[config.mk]
export PLATFORM = sky130hd
export DESIGN_NAME = triad_tx_arbiter
export DESIGN_NICKNAME = d
export VERILOG_FILES = /design/src/rtl/triad_tx_arbiter_pkg.sv /design/src/rtl/triad_tx_arbiter_rr_pick.sv /design/src/rtl/triad_tx_arbiter.sv
export SDC_FILE = /design/constraint.sdc
export NUM_CORES = 1
export LEC_CHECK = 0
export ABC_CLOCK_PERIOD_IN_PS = 9370
export CORE_MARGIN = 2
export CORE_UTILIZATION = 45
export CTS_CLUSTER_SIZE = 25
export DETAILED_ROUTE_END_ITERATION = 6
export GPL_TIMING_DRIVEN = 1
export HOLD_SLACK_MARGIN = 0.05
export PLACE_DENSITY = 0.79
export SYNTH_ARGS = -nofsm -noshare
export SYNTH_HDL_FRONTEND = slang
export SYNTH_SLANG_ARGS = --single-unit
export TNS_END_PERCENT = 50
[constraint.sdc]
create_clock -name clk_12MHz -period 9.37 [get_ports clk_12MHz]
set_input_delay 1.4055 -clock clk_12MHz [delete_from_list [all_inputs] [get_ports clk_12MHz]]
set_output_delay 1.4055 -clock clk_12MHz [all_outputs]
set_load 0.05 [all_outputs]
[src/rtl/triad_tx_arbiter_pkg.sv]
// rtl/triad_tx_arbiter_pkg.sv - shared constants, state encoding and helpers for the triad transmit arbiter
package triad_tx_arbiter_pkg;

  localparam int TRIAD_W       = 68;
  localparam int CH_W          = 3;
  localparam int BAUD_DIV      = 104;
  localparam int FRAME_BYTES   = 16;
  localparam int BITS_PER_BYTE = 10;
  localparam int HOLDOFF_MARGIN = 360;
  // One full 16-byte UART frame at 115200 baud from a 12 MHz clock, plus slack
  localparam int HOLDOFF_DEFAULT = FRAME_BYTES * BITS_PER_BYTE * BAUD_DIV + HOLDOFF_MARGIN;

  typedef enum logic [1:0] {
    ST_IDLE     = 2'd0,
    ST_WAIT_ACK = 2'd1,
    ST_HOLDOFF  = 2'd2
  } arb_state_t;

  function automatic logic [7:0] sat_add8(input logic [7:0] a, input logic [3:0] b);
    logic [8:0] s;
    s = {1'b0, a} + {5'b0, b};
    return s[8] ? 8'hFF : s[7:0];
  endfunction

endpackage

[src/rtl/triad_tx_arbiter_rr_pick.sv]
// rtl/triad_tx_arbiter_rr_pick.sv - combinational round-robin picker over the slot full flags
module triad_tx_arbiter_rr_pick
  import triad_tx_arbiter_pkg::*;
#(
  parameter int N_CH = 4
) (
  input  logic [N_CH-1:0] i_full,
  input  logic [CH_W-1:0] i_last,
  output logic            o_hit,
  output logic [CH_W-1:0] o_index
);

  // Channels above the last grant take priority, then wrap to the lowest indices
  always_comb begin
    o_hit   = 1'b0;
    o_index = '0;
    for (int i = 0; i < N_CH; i++) begin
      if (!o_hit && i_full[i] && (CH_W'(i) > i_last)) begin
        o_hit   = 1'b1;
        o_index = CH_W'(i);
      end
    end
    for (int i = 0; i < N_CH; i++) begin
      if (!o_hit && i_full[i] && (CH_W'(i) <= i_last)) begin
        o_hit   = 1'b1;
        o_index = CH_W'(i);
      end
    end
  end

endmodule

[src/rtl/triad_tx_arbiter.sv]
// rtl/triad_tx_arbiter.sv - shares one UART frame transmitter between N triad decoder channels
module triad_tx_arbiter
  import triad_tx_arbiter_pkg::*;
#(
  parameter int N_CH           = 4,
  parameter int HOLDOFF_CYCLES = HOLDOFF_DEFAULT,
  parameter int ACK_TIMEOUT    = 64
) (
  input  logic                    clk_12MHz,
  input  logic                    rstn,
  input  logic [N_CH-1:0]         ch_valid,
  input  logic [TRIAD_W*N_CH-1:0] ch_triad,
  output logic [N_CH-1:0]         ch_ack,
  output logic                    tx_data_availible,
  output logic [TRIAD_W-1:0]      tx_triad_data,
  input  logic                    tx_reset_pulse_identifier,
  output logic [CH_W-1:0]         tx_chan,
  output logic [7:0]              drop_count,
  output logic                    ack_timeout_err
);

  localparam int CNT_MAX = (HOLDOFF_CYCLES > ACK_TIMEOUT) ? HOLDOFF_CYCLES : ACK_TIMEOUT;
  localparam int CNT_W   = $clog2(CNT_MAX + 1);
  localparam logic [CH_W-1:0] LAST_INIT = CH_W'(N_CH - 1);

  arb_state_t         r_state, w_state_nxt;
  logic [CNT_W-1:0]   r_cnt, w_cnt_nxt;
  logic               r_txav, w_txav_nxt;
  logic               w_grant;
  logic               w_timeout;

  logic [TRIAD_W-1:0] r_slot [N_CH];
  logic [N_CH-1:0]    r_full;
  logic [N_CH-1:0]    w_clr;
  logic [N_CH-1:0]    w_drop;
  logic [3:0]         w_drop_n;
  logic [TRIAD_W-1:0] w_sel;

  logic               w_hit;
  logic [CH_W-1:0]    w_idx;
  logic [CH_W-1:0]    r_last;
  logic [TRIAD_W-1:0] r_tx_data;
  logic [CH_W-1:0]    r_tx_chan;
  logic [N_CH-1:0]    r_ack;
  logic [7:0]         r_drop;
  logic               r_err;

  triad_tx_arbiter_rr_pick #(
    .N_CH (N_CH)
  ) u_rr_pick (
    .i_full  (r_full),
    .i_last  (r_last),
    .o_hit   (w_hit),
    .o_index (w_idx)
  );

  always_ff @(posedge clk_12MHz) begin
    if (!rstn) begin
      r_state <= ST_IDLE;
      r_cnt   <= '0;
      r_txav  <= 1'b0;
    end else begin
      r_state <= w_state_nxt;
      r_cnt   <= w_cnt_nxt;
      r_txav  <= w_txav_nxt;
    end
  end

  always_comb begin
    w_state_nxt = r_state;
    w_cnt_nxt   = r_cnt;
    w_txav_nxt  = r_txav;
    w_grant     = 1'b0;
    w_timeout   = 1'b0;
    case (r_state)
      ST_IDLE: begin
        if (w_hit) begin
          w_grant     = 1'b1;
          w_txav_nxt  = 1'b1;
          w_cnt_nxt   = '0;
          w_state_nxt = ST_WAIT_ACK;
        end
      end
      ST_WAIT_ACK: begin
        if (tx_reset_pulse_identifier) begin
          w_txav_nxt  = 1'b0;
          w_cnt_nxt   = CNT_W'(HOLDOFF_CYCLES - 1);
          w_state_nxt = ST_HOLDOFF;
        end else if (r_cnt == CNT_W'(ACK_TIMEOUT - 1)) begin
          w_txav_nxt  = 1'b0;
          w_timeout   = 1'b1;
          w_state_nxt = ST_IDLE;
        end else begin
          w_cnt_nxt = r_cnt + CNT_W'(1);
        end
      end
      ST_HOLDOFF: begin
        if (r_cnt == '0) begin
          w_state_nxt = ST_IDLE;
        end else begin
          w_cnt_nxt = r_cnt - CNT_W'(1);
        end
      end
      default: begin
        w_state_nxt = ST_IDLE;
        w_txav_nxt  = 1'b0;
      end
    endcase
  end

  // A slot being granted this cycle is vacated, so a strobe into it is a capture, not a loss
  always_comb begin
    w_clr    = '0;
    w_sel    = '0;
    w_drop_n = '0;
    for (int i = 0; i < N_CH; i++) begin
      w_clr[i] = w_grant && (w_idx == CH_W'(i));
      if (w_idx == CH_W'(i)) begin
        w_sel = r_slot[i];
      end
    end
    w_drop = ch_valid & r_full & ~w_clr;
    for (int i = 0; i < N_CH; i++) begin
      w_drop_n = w_drop_n + {3'b000, w_drop[i]};
    end
  end

  always_ff @(posedge clk_12MHz) begin
    if (!rstn) begin
      r_full    <= '0;
      r_ack     <= '0;
      r_drop    <= '0;
      r_err     <= 1'b0;
      r_tx_data <= '0;
      r_tx_chan <= '0;
      r_last    <= LAST_INIT;
      for (int i = 0; i < N_CH; i++) begin
        r_slot[i] <= '0;
      end
    end else begin
      r_ack  <= ch_valid;
      r_drop <= sat_add8(r_drop, w_drop_n);
      if (w_timeout) begin
        r_err <= 1'b1;
      end
      if (w_grant) begin
        r_tx_data <= w_sel;
        r_tx_chan <= w_idx;
        r_last    <= w_idx;
      end
      for (int i = 0; i < N_CH; i++) begin
        if (ch_valid[i]) begin
          r_slot[i] <= ch_triad[i*TRIAD_W +: TRIAD_W];
          r_full[i] <= 1'b1;
        end else if (w_clr[i]) begin
          r_full[i] <= 1'b0;
        end
      end
    end
  end

  assign ch_ack            = r_ack;
  assign tx_data_availible = r_txav;
  assign tx_triad_data     = r_tx_data;
  assign tx_chan           = r_tx_chan;
  assign drop_count        = r_drop;
  assign ack_timeout_err   = r_err;

endmodule

== Yosys cells after proc, flatten, opt, wreduce, memory -nomap -nowiden ==
Memory sizes are Yosys's and may differ from the RTL's.
Index checks and enable logic that the tools add are counted.
Operators by class
  reduce and logical (&&, ||, !) cells: 37
  add/subtract/negate cells: 6
  eq/ne operators: 11
  order comparisons: 8
  muxes and demuxes: 64
  bitwise logic cells: 8
Operator list (number)
  68-bit 2-to-1 mux: 8
  15-bit 2-to-1 mux: 4
  15-bit one-hot mux with 3 select lines: 1
  1-bit 2-to-1 mux: 38
  2-bit 2-to-1 mux: 10
  1-bit logical AND: 19
  15-bit by 1-bit adder with 15-bit output, second input constant: 1
  15-bit by 6-bit equality test with 1-bit output, second input constant: 1
  15-bit zero test: 1
  15-bit by 1-bit subtractor with 15-bit output, second input constant: 1
  8-bit by 4-bit adder with 9-bit output: 1
  4-bit AND: 2
  8-bit 2-to-1 mux: 1
  2-bit nonzero test: 4
  1-bit zero test: 7
  3-bit by 2-bit equality test with 1-bit output, second input constant: 2
  1-bit by 3-bit greater-than comparator with 1-bit output, first input constant: 2
  2-bit by 3-bit greater-than comparator with 1-bit output, first input constant: 2
  1-bit by 3-bit <= comparator with 1-bit output, first input constant: 2
  2-bit by 3-bit <= comparator with 1-bit output, first input constant: 2
  3-bit != test, second input constant: 2
  2-bit one-hot mux with 3 select lines: 1
  3-bit AND reduction: 2
  3-bit by 1-bit adder with 4-bit output: 1
  other kinds (15): 19
Storage, ports and cells
  word-level logic and storage cells: 148
  input bits: 279
  flip-flop bits (word level): 109
  output and inout port bits: 85
  memory bits (writable): 272
  memories: 1
Memory list
  r_slot: words 4, bits a word 68, rd ports 4, clocked after Yosys merged registers in 0, write ports 4, line triad_tx_arbiter.sv:32  | logic [TRIAD_W-1:0] r_slot [N_CH];

== Depth between registers and ports, before layout ==
Gate-level depths: netlist of the first run.
  depth after elaboration: 41
  mapped depth: 17
  gate-level depth less buffers: 14

== Modules after synthesis ==
From an unflattened synthesis of the first run, not the netlist that was laid out.
Unflattened totals
  cell total of the unflattened synthesis: 1252
  area, all modules: 16570.9 um^2
By module, submodules not included
  triad_tx_arbiter: cells each 1237, instances 1, area an instance 16455.8 um^2, seq. area each 10329.9 um^2
  triad_tx_arbiter_rr_pick: cells each 15, instances 1, area an instance 115.1 um^2, seq. area each 0.0 um^2

== Worst setup path before layout of the first run ==
No wires, ideal clock.
  path kind: input to register
  start point: in rstn
  end point: mem r_slot[0][0] (enable)
  setup slack: 5.545 ns
  path buffers: 2
  arrival time: 3.103 ns
  stages: 3
  data required time: 8.648 ns
  setup time: 0.722 ns
  path through: clkbuf_1 -> clkbuf_1 -> nand2b_1
RTL lines
  from (decl): line triad_tx_arbiter.sv:10  | input logic rstn,
  to (decl): line triad_tx_arbiter.sv:32

== Worst setup path in the final report of the first run ==
  start point: reg r_full[3]
  end point: reg r_drop[1], in the netlist drop_count[1]
Between the ends
  longest elaborated chain between the ends: 29
  elaborated cells between the ends (all ways): 42
  those cells by class: 4 x add/sub; 3 x eq/ne; 13 x mux; 3 x bitwise; 19 x reduce/logical
Ends and longest elaborated chain
  from (decl): line triad_tx_arbiter.sv:33  | logic [N_CH-1:0] r_full;
  from (signal assigned): line triad_tx_arbiter.sv:130  | r_full <= '0;
  from (signal, indexed assignment): line triad_tx_arbiter.sv:154  | r_full[i] <= 1'b1;
  from (signal, indexed assignment): line triad_tx_arbiter.sv:156  | r_full[i] <= 1'b0;
  1-bit logical AND (2 in a row): line triad_tx_arbiter_rr_pick.sv:18  | if (!o_hit && i_full[i] && (CH_W'(i) > i_last)) begin
  1-bit 2-to-1 mux: line triad_tx_arbiter_rr_pick.sv:18
  1-bit zero test: line triad_tx_arbiter_rr_pick.sv:24  | if (!o_hit && i_full[i] && (CH_W'(i) <= i_last)) begin
  1-bit logical AND (2 in a row): line triad_tx_arbiter_rr_pick.sv:24
  1-bit 2-to-1 mux: line triad_tx_arbiter_rr_pick.sv:24
  1-bit zero test: line triad_tx_arbiter_rr_pick.sv:24
  1-bit logical AND (2 in a row): line triad_tx_arbiter_rr_pick.sv:24
  1-bit 2-to-1 mux: line triad_tx_arbiter_rr_pick.sv:24
  [10 not listed]
  1-bit logical AND: line triad_tx_arbiter.sv:117  | w_clr[i] = w_grant && (w_idx == CH_W'(i));
  4-bit NOT: line triad_tx_arbiter.sv:122  | w_drop = ch_valid & r_full & ~w_clr;
  4-bit AND *: line triad_tx_arbiter.sv:122
  1-bit by 1-bit adder with 2-bit output: line triad_tx_arbiter.sv:124  | w_drop_n = w_drop_n + {3'b000, w_drop[i]};
  2-bit by 1-bit adder with 3-bit output: line triad_tx_arbiter.sv:124
  3-bit by 1-bit adder with 4-bit output *: line triad_tx_arbiter.sv:124
  8-bit by 4-bit adder with 9-bit output *: line triad_tx_arbiter_pkg.sv:21  | s = {1'b0, a} + {5'b0, b};
  8-bit 2-to-1 mux *: line triad_tx_arbiter_pkg.sv:22  | return s[8] ? 8'hFF : s[7:0];
  to (signal assigned): line triad_tx_arbiter.sv:142  | r_drop <= sat_add8(r_drop, w_drop_n);
  to (decl): line triad_tx_arbiter.sv:45  | logic [7:0] r_drop;
Every way passes the cells marked *; elsewhere a longest branch is shown, timed or not.
A chain may end at the register's enable or synchronous reset.

==> results of run 1 <==
placed cells by master, fill, tap and decap left out, drive strengths merged, types with 3 or more instances in the layout:
master         netlist  final
a211o                7      7
a211oi              53     53
a21boi              15     15
a21oi               22     22
a221oi             111    111
a22oi                3      3
and2                14     14
and3               281    281
buf                 51     17
clkbuf             110     58
clkdlybuf4s50        0    357
clkinv               0     11
dfxtp              107    107
edfxtp             272    272
fa                   3      3
ha                   7      7
inv                 16     16
nand2               39     39
nand2b              10     10
nand3               33     33
nand4                3      3
nor2                31     31
nor2b                6      6
nor3                 9      9
nor4                 6      6
o2111ai              3      3
o211a                3      3
o211ai               7      7
o21a                17     17
o21ai              151    151
o21bai               3      3
o22ai                5      5
o31a                10     10
o31ai                4      4
or3                 13     13
xnor2                3      3
xor2                 5      5
cells in the mapped netlist (7+ instances only):
cell type    n  share of area [%]
a211o_1      7               0.35
a211oi_1    13               0.56
a211oi_2    40                2.9
a21boi_0     7               0.30
a21boi_1     8               0.34
a21oi_1     22               0.63
a221oi_1    71                3.5
a221oi_2    40                3.4
and2_1      14               0.50
and3_1     281                 10
buf_2       31               0.88
buf_4       14               0.60
clkbuf_1   110                2.4
dfxtp_1    107                 12
edfxtp_1   272                 47
ha_1         7               0.50
inv_1       16               0.34
nand2_1     39               0.83
nand2b_1    10               0.36
nand3_1     33               0.94
nor2_1      29               0.62
nor3_1       9               0.26
o211ai_1     7               0.30
o21a_1      17               0.73
o21ai_0    130                3.7
o21ai_1     20               0.57
o31a_1      10               0.50
or3_1       13               0.46
cell families (layout without fill, tap and decap cells):
group,Yosys count,after routing,synth area share [%]
multiplexers,3,3,0.242
other,1,1,0.0214
AND/OR/NAND/NOR,455,455,15.2
XOR/XNOR,8,8,0.399
adder cells (fa/ha/maj),10,10,0.841
flip-flops,379,379,58.7
buffers and inverters,177,461,4.43
AO/OA/AOI/OAI,438,438,20.1
where the power goes:
| group | switching (W) | total (W) | internal, W |
|---|---|---|---|
| sequential | 0.000183 | 0.00224 | 0.00205 |
| clock | 0.000629 | 0.00150 | 0.000869 |
| combinational | 0.00146 | 0.00219 | 0.000735 |
| total | 0.00227 | 0.00593 | 0.00366 |
sequential cells by signal, indices dropped and copies added, names as in the netlist:
| name | cells |
|---|---|
| ack_timeout_err | 1 |
| r_slot | 272 |
| tx_data_availible | 1 |
| drop_count | 8 |
| r_last | 2 |
| r_cnt | 15 |
| r_state | 2 |
| tx_chan | 2 |
| r_full | 4 |
| tx_triad_data | 68 |
| ch_ack | 4 |
worst max-delay path, delay by kind of cell (launching register included):
kind | cells | cell delay (ns)
fa+ha+maj | 3 | 1.20
compound gates | 3 | 0.58
simple gates | 6 | 1.95
buf+inv | 1 | 0.09
flops | 1 | 0.43
worst paths after layout:
kind,cells past startpoint,slack (ns),startpoint,end
worst max-delay path,13,5.03,r_full[3],drop_count[1]
worst min-delay path,1,0.48,ack_timeout_err,ack_timeout_err
worst max register to register,13,5.03,r_full[3],drop_count[1]
worst min register to register,1,0.48,ack_timeout_err,ack_timeout_err
stage by stage:
stage	hold slack (ns)	setup slack, ns
floorplan	0.443	5.55
global placement	0.447	5.29
detailed placement	0.463	5.11
CTS	0.478	5.09
global route	0.500	4.66
finish	0.477	5.03
routing by layer:
layer / vias to the layer above / routed length, microns
met1: 6933 / 22300
met3: 100 / 5260
met4: 0 / 1710
met5: - / 0
li1: 6253 / -
met2: 816 / 27100
layout make-up:
class / instances / area [sq um] / area share, %
well taps: 518 / 648 / 2.88
multi-input cells: 915 / 6550 / 29.1
flip-flops and latches: 379 / 10300 / 45.9
clock buffers: 58 / 1100 / 4.89
inverters: 16 / 60.1 / 0.267
repair buffers: 374 / 3700 / 16.5
clock inverters: 13 / 113 / 0.501
==> results.yml, run 1 <==
floorplan:
  die_area_sq_um: 40600
  core_area_sq_um: 38600
  die_x_microns: 202
  die_height_microns: 202
  pin_count: 364
  rows: 72
  start_util_pct: 45.5
clock_network:
  clk_path_buf_depth: 3
  cts_resized: 0
  root_buffer: "clkbuf_16"
  holdBufCountCts: 0
  cts.reportedPaths.clkPinSlew_ns: 0.06
  cts_max_level: 2
  cts_setup_buffers: 0
  cts_made_buffers: 40
  clk_latency_ns: 0.54
  cts_num_sinks: 379
  cts_tree: "done"
layout:
  drive_gt1_share_pct: 9.52
  fin_nets: 2015
  area_delta_synth_final_pct: 28.1
  fillers: 3118
  design_area_sq_um: 22500
  final_cells: 2273
  num_antenna_cells: 0
  post-route-util_pct: 58.3
flow_run:
  maxCapViolCount: 0
synthesis:
  syn-instance-count: 1471
  ys_ff_latch: 379
  synthArstFlopShare_pct: 0
  synth_edf_count: 272
  avgSynthCellArea_sq_um: 11.9
  ys_seq_area_share_pct: 58.7
  syn_area_sq_um: 17600
  syn_nets: 1760
  synth_ff_type: "edfxtp_1"
  ys_warn_count: 0
  synth.distinct_cells: 76
grt:
  grt_pass1_wl_mm: 84.1
  grt_util_met1_pct: 36.8
  met3_usage_pct: 4.54
  grt_overflow: 0
  grt_use_met2_pct: 44.0
  grt_antenna_before_repair: 1
  busiest_layer: "met2"
  first_global_vias: 13900
  grt_max_degree: 168
  grt_usage_pct: 26.9
routing:
  drt_pass1_iterations: 6
  drt_iter0_markers: 1445
  vias: 14100
  drc: 0
  via_per_inst: 6.20
  wirelength_mm: 56.4
  wire_per_inst_microns: 24.8
  antenna_left: 0
timing:
  maxSlewHeadroom_pct: 21.1
  tns_ns: 0
  finClkSkew_ns: 0.0207
  rsz0062_at_grt: "no"
  hold_viol_final: 0
  fmax_mhz: 231
  tightest_slew_ns: 1.18
  fin_crit_sh_pct: 46.3
  final_max_slew_viol_count: 0
  finalCriticalPeriod_ns: 4.34
  setup_viol: 0
placed_design:
  gp_congestion: 0.913
  placed_cells: 2202
  place_area_sq_um: 21300
  port_buffers: 362
  dp_hpwl_mm: 34.7
setup_path:
  cp_slowest_cell: "nand2b_4"
  required_ns: 9.81
  end_kind: "register"
  path_cells: "nor4_4 > nand2b_4 > a311oi_1 > a21boi_1 > nand2_1 > fa_1 > fa_1 > inv_1 > fa_1 > nand2_1 > nor2_1 > nand2_1 > a21boi_0"
  start_kind: "register"
  cp_slowest_stage_delay_ns: 0.95
  path_class: "reg2reg"
  worstPathArrival_ns: 4.77
  critPathMaxFanout: 80
pwr:
  power_w: 0.00593
  p_leak_nw: 8.87
  power.density_nw_per_um2: 264
  irDropWorstVdd_v: 0.000219
hold_path:
  min_path_type: "reg2reg"
outcome:
  status: "finished, final reports clean"
Power figures use the tool's default switching activity.
==> run 2, diff against run 1 <==
--- a/config.mk
+++ b/config.mk
@@ -5,14 +5,14 @@
 export SDC_FILE = /design/constraint.sdc
 export NUM_CORES = 1
 export LEC_CHECK = 0
-export ABC_CLOCK_PERIOD_IN_PS = 9370
+export ABC_CLOCK_PERIOD_IN_PS = 3900
 export CORE_MARGIN = 2
 export CORE_UTILIZATION = 45
 export CTS_CLUSTER_SIZE = 25
 export DETAILED_ROUTE_END_ITERATION = 6
 export GPL_TIMING_DRIVEN = 1
 export HOLD_SLACK_MARGIN = 0.05
-export PLACE_DENSITY = 0.79
+export PLACE_DENSITY = 0.81
 export SYNTH_ARGS = -nofsm -noshare
 export SYNTH_HDL_FRONTEND = slang
 export SYNTH_SLANG_ARGS = --single-unit
==> constraint.sdc (replaced) <==
create_clock -name clk_12MHz -period 3.9 [get_ports clk_12MHz]
set_input_delay 0.585 -clock clk_12MHz [delete_from_list [all_inputs] [get_ports clk_12MHz]]
set_output_delay 0.585 -clock clk_12MHz [all_outputs]
set_load 0.05 [all_outputs]
==> run 2 against run 1 <==
Compared with the run above: worst setup slack worse by 4.7 ns; clock-buffer cell count increased by 3; first-iteration DRC count decreased by 5.1%; clock power rose to 2.5 times the previous value; via count rose by 1.6%; design area increased by 1.2%; non-clock buffer count is 18 higher; combinational power rose by 140%; sequential share of layout area down 0.52 points; critical path type unchanged.
==> results.yml, run 2 (synthesized netlist as in run 1, its figures left out) <==
timing:
  hold_viol_final: 0
  final_max_slew_viol_count: 0
  setup_viol: 0
  fmax_mhz: 280
  rsz0062_at_grt: "no"
  tightest_slew_ns: 1.11
  finClkSkew_ns: 0.0149
  tns_ns: 0
  maxSlewHeadroom_pct: 26.0
  finalCriticalPeriod_ns: 3.57
  fin_crit_sh_pct: 91.5
clock_network:
  clk_latency_ns: 0.55
  cts_tree: "done"
  clk_path_buf_depth: 3
  cts.reportedPaths.clkPinSlew_ns: 0.06
  cts_made_buffers: 41
  cts_num_sinks: 379
  root_buffer: "clkbuf_16"
  cts_max_level: 2
  cts_setup_buffers: 0
routing:
  antenna_left: 0
  drc: 0
  detailroute.wirelength.met3_mm: 5.37
  drt_iter0_markers: 1372
  wl_met2_mm: 27.8
  met1_length_mm: 22.0
  via_per_inst: 6.23
  wirelength_mm: 57.2
  wire_per_inst_microns: 24.8
  highest_layer: "met5"
  drt_pass1_iterations: 5
  vias: 14300
outcome:
  status: "finished, final reports clean"
layout:
  largest_reg_flops: 272
  multi_input_comb_area_sq_um: 6550
  fin_nets: 2034
  regArea_sq_um: 10300
  drive_gt1_share_pct: 11.0
  largest_register: "r_slot"
  fillers: 3118
  area_delta_synth_final_pct: 29.6
  final_common_cell: "clkdlybuf4s50_1"
  mostFrequentLayoutCells: "357 x clkdlybuf4s50_1, 281 x and3_1, 272 x edfxtp_1"
  final_cells: 2300
  design_area_sq_um: 22700
setup_path:
  path_class: "reg2reg"
  cp_slowest_cell: "fa_1"
  critPathMaxFanout: 11
  worstPathArrival_ns: 4.03
  path_cells: "nor2_2 > a22oi_1 > a2111o_1 > and2_1 > nand2_1 > fa_1 > fa_1 > inv_1 > fa_1 > nand2_1 > nor2_1 > nand2_1 > a21boi_0"
  required_ns: 4.36
  start_kind: "register"
  rr_worst_depth: 13
  cp_slowest_stage_delay_ns: 0.45
  end_kind: "register"
grt:
  grt_pass1_wl_mm: 85.5
  grt_overflow: 0
  grt_max_degree: 174
  first_global_vias: 14400
  grt_antenna_before_repair: 7
  grt_usage_pct: 27.5
flow_run:
  maxCapViolCount: 0
placed_design:
  placed_cells: 2220
  dp_hpwl_mm: 35.8
  port_buffers: 362
  place_area_sq_um: 21400
  gp_congestion: 0.841
floorplan:
  die_height_microns: 202
  die_x_microns: 202
  start_util_pct: 45.5
  pin_count: 364
  die_area_sq_um: 40600
  rows: 72
  core_area_sq_um: 38600
pwr:
  irDropWorstVdd_v: 0.000449
  power_w: 0.0145
  p_leak_nw: 9.00
  power.density_nw_per_um2: 637
hold_path:
  min_path_cells: 1
  min_path_type: "reg2reg"
-- run 2: cell types whose count changed in the layout (fill, tap and decap cells not counted), moves of 2 or more --
cell       before  now
buf_4          12   28
diode_2         0    4
dfxtp_1       107  104
dfxtp_2         0    3
inv_6           0    3
buf_12          0    2
clkbuf_16      41   43
-- run 2: layout make-up --
cell class / count / share of cell area [%]
inverter: 16 / 0.264
clock inverter: 15 / 0.605
antenna: 4 / 0.0440
timing repair buffer: 392 / 17.0
multi-input combinational: 915 / 28.8
clock buffer: 61 / 5.12
sequential: 379 / 45.3
tap: 518 / 2.85
-- run 2: worst paths after layout --
path	to	startpoint	slack [ns]
worst max-delay path	drop_count[2]	r_full[1]	0.33
worst min-delay path	ack_timeout_err	ack_timeout_err	0.47
worst max register to register	drop_count[2]	r_full[1]	0.33
worst min register to register	ack_timeout_err	ack_timeout_err	0.47
-- run 2: what timing repair did --
action                                  4_1_cts  5_1_grt
hold buffers                                  0        0
gates resized for setup                       0        4
endpoints found under the setup margin        0        6
-- run 2: layer usage --
layer	up-vias	track usage [%]
met5	-	0
met4	6	10.5
met3	145	5.39
met2	885	45.6
met1	6980	35.9
li1	6317	-
-- run 2: stage by stage --
step	worst slack [ns]	hold WS, ns	util [%]
global placement	0.497	0.453	55.6
finish	0.330	0.467	59.0
floorplan	0.608	0.443	-
CTS	0.247	0.470	58.9
global route	0.0281	0.489	59.0
detailed placement	0.259	0.454	55.6
-- run 2: where the power goes --
group	leakage, nW	internal [W]	switching [W]
combinational	4.57	0.00181	0.00350
sequential	3.81	0.00494	0.000425
clock	0.631	0.00221	0.00160
-- run 2: worst max-delay path, delay by kind of cell, from the launching register on --
| kind | cells | cell delay, ns |
|---|---|---|
| AO/OA/AOI/OAI | 3 | 0.79 |
| AND/OR/NAND/NOR | 6 | 1.00 |
| adder cells (fa/ha/maj) | 3 | 1.15 |
| buffers and inverters | 1 | 0.08 |
| flip-flops | 1 | 0.44 |
==> edit: new RTL, settings of run 1 <==
Make the reset (`rstn`) asynchronous in 2 clocked blocks.
--- a/src/rtl/triad_tx_arbiter.sv
+++ b/src/rtl/triad_tx_arbiter.sv
@@ -56,3 +56,3 @@
 
-  always_ff @(posedge clk_12MHz) begin
+  always_ff @(posedge clk_12MHz or negedge rstn) begin
     if (!rstn) begin
@@ -127,3 +127,3 @@
 
-  always_ff @(posedge clk_12MHz) begin
+  always_ff @(posedge clk_12MHz or negedge rstn) begin
     if (!rstn) begin
Function: differs if rstn is asserted again (counterexample within 4 cycles, from zero or initial values and one cycle with rstn low); with rstn held inactive, the same outputs for 4 cycles.
==> edit against run 1 <==
Count of clock-buffer cells in the layout down 2; area after synthesis is 4.1% lower; via count down 8.6%; setup slack gained 0.32 ns; sequential cell count did not move; cell area fell by 1.7%; wire length is 12% lower.
Power is not compared: it rests on default switching activity, and its combinational part moved more than twofold at a synthesized area within 25%.
==> edit: results (changes against run 1) <==
* Hold_sp: tx_chan[1]$_DFFE_PN0N_ (was ack_timeout_err$_SDFFE_PN0P_)
* Slowest stage delay, CP at 0.61 ns (was 0.95 ns)
* Outcome: complete, no violations (unchanged)
* GR Layer Usage met2 at 0.4069 (was 0.4397)
* Signal buffers share of area at 0.1684 (was 0.1645)
* Total GRT Usage at 0.2531 (was 0.2693)
* Final clock-cell share at 0.06296 (was 0.05393)
* Global-route wire length before repair at 76.57 mm (was 84.08 mm)
* Met3 WL post-DR at 4.205 mm (was 5.259 mm)
* Unique masters post-synth at 71 (was 76)
* Skew final at 0.009516 ns (was 0.02068 ns)
* Seq/Total Area, Yosys at 0.5636 (was 0.5873)
* Placed cell area at 20690 sq um (was 21270 sq um)
* Synth Net Count at 1650 (was 1760)
* Initial antenna violation count at 8 (was 1)
* Worst slack, placed at 4.895 ns (was 5.110 ns)
* Async S/R FF share, synth at 1.000 (was 0)
* Synth top cells by count: dfrtp_1 (377), mux2_2 (272), a21oi_1 (154) (was and3_1 (281), edfxtp_1 (272), o21ai_0 (130))
* Multiplexer share of the synthesized area at 0.1832 (was 0.002423)
* Placed cell count at 2086 (was 2202)
* Multi-input logic area at 6840 sq um (was 6550 sq um)
* Comb_multi_in at 849 (was 915)
* Met3 Use GR at 0.07068 (was 0.04535)
* Slowest CP cell: nand2_4 (was nand2b_4)
* CP Max Fanout at 69 (was 80)
* Top_reg_cell synth: dfrtp_1 (was edfxtp_1)
## edit: path summary, 6_finish.rpt
check                                           to  slack, ns  cells past startpoint
max                        drop_count[6]$_DFF_PN0_       5.35                     13
min                         tx_chan[1]$_DFFE_PN0N_       0.48                      2
max reg2reg                drop_count[6]$_DFF_PN0_       5.35                     13
min reg2reg                 tx_chan[1]$_DFFE_PN0N_       0.48                      2
max in group asynchronous   r_slot[16]$_DFFE_PN0P_       7.07                      2
min in group asynchronous  r_slot[189]$_DFFE_PN0P_       0.85                      1
## edit: worst min-delay path, cell delays in order, from the launching register on
cell and delay (ns):
dfrtp_1 0.34, nand2_1 0.06, nand2_1 0.05
## edit: logic make-up after synthesis
| logic type | after synthesis |
|---|---|
| flops | 379 |
| compound gates | 365 |
| mux | 274 |
| simple gates | 191 |
| buf+inv | 132 |
| fa+ha+maj | 11 |
| xor+xnor | 7 |
| other cells | 1 |
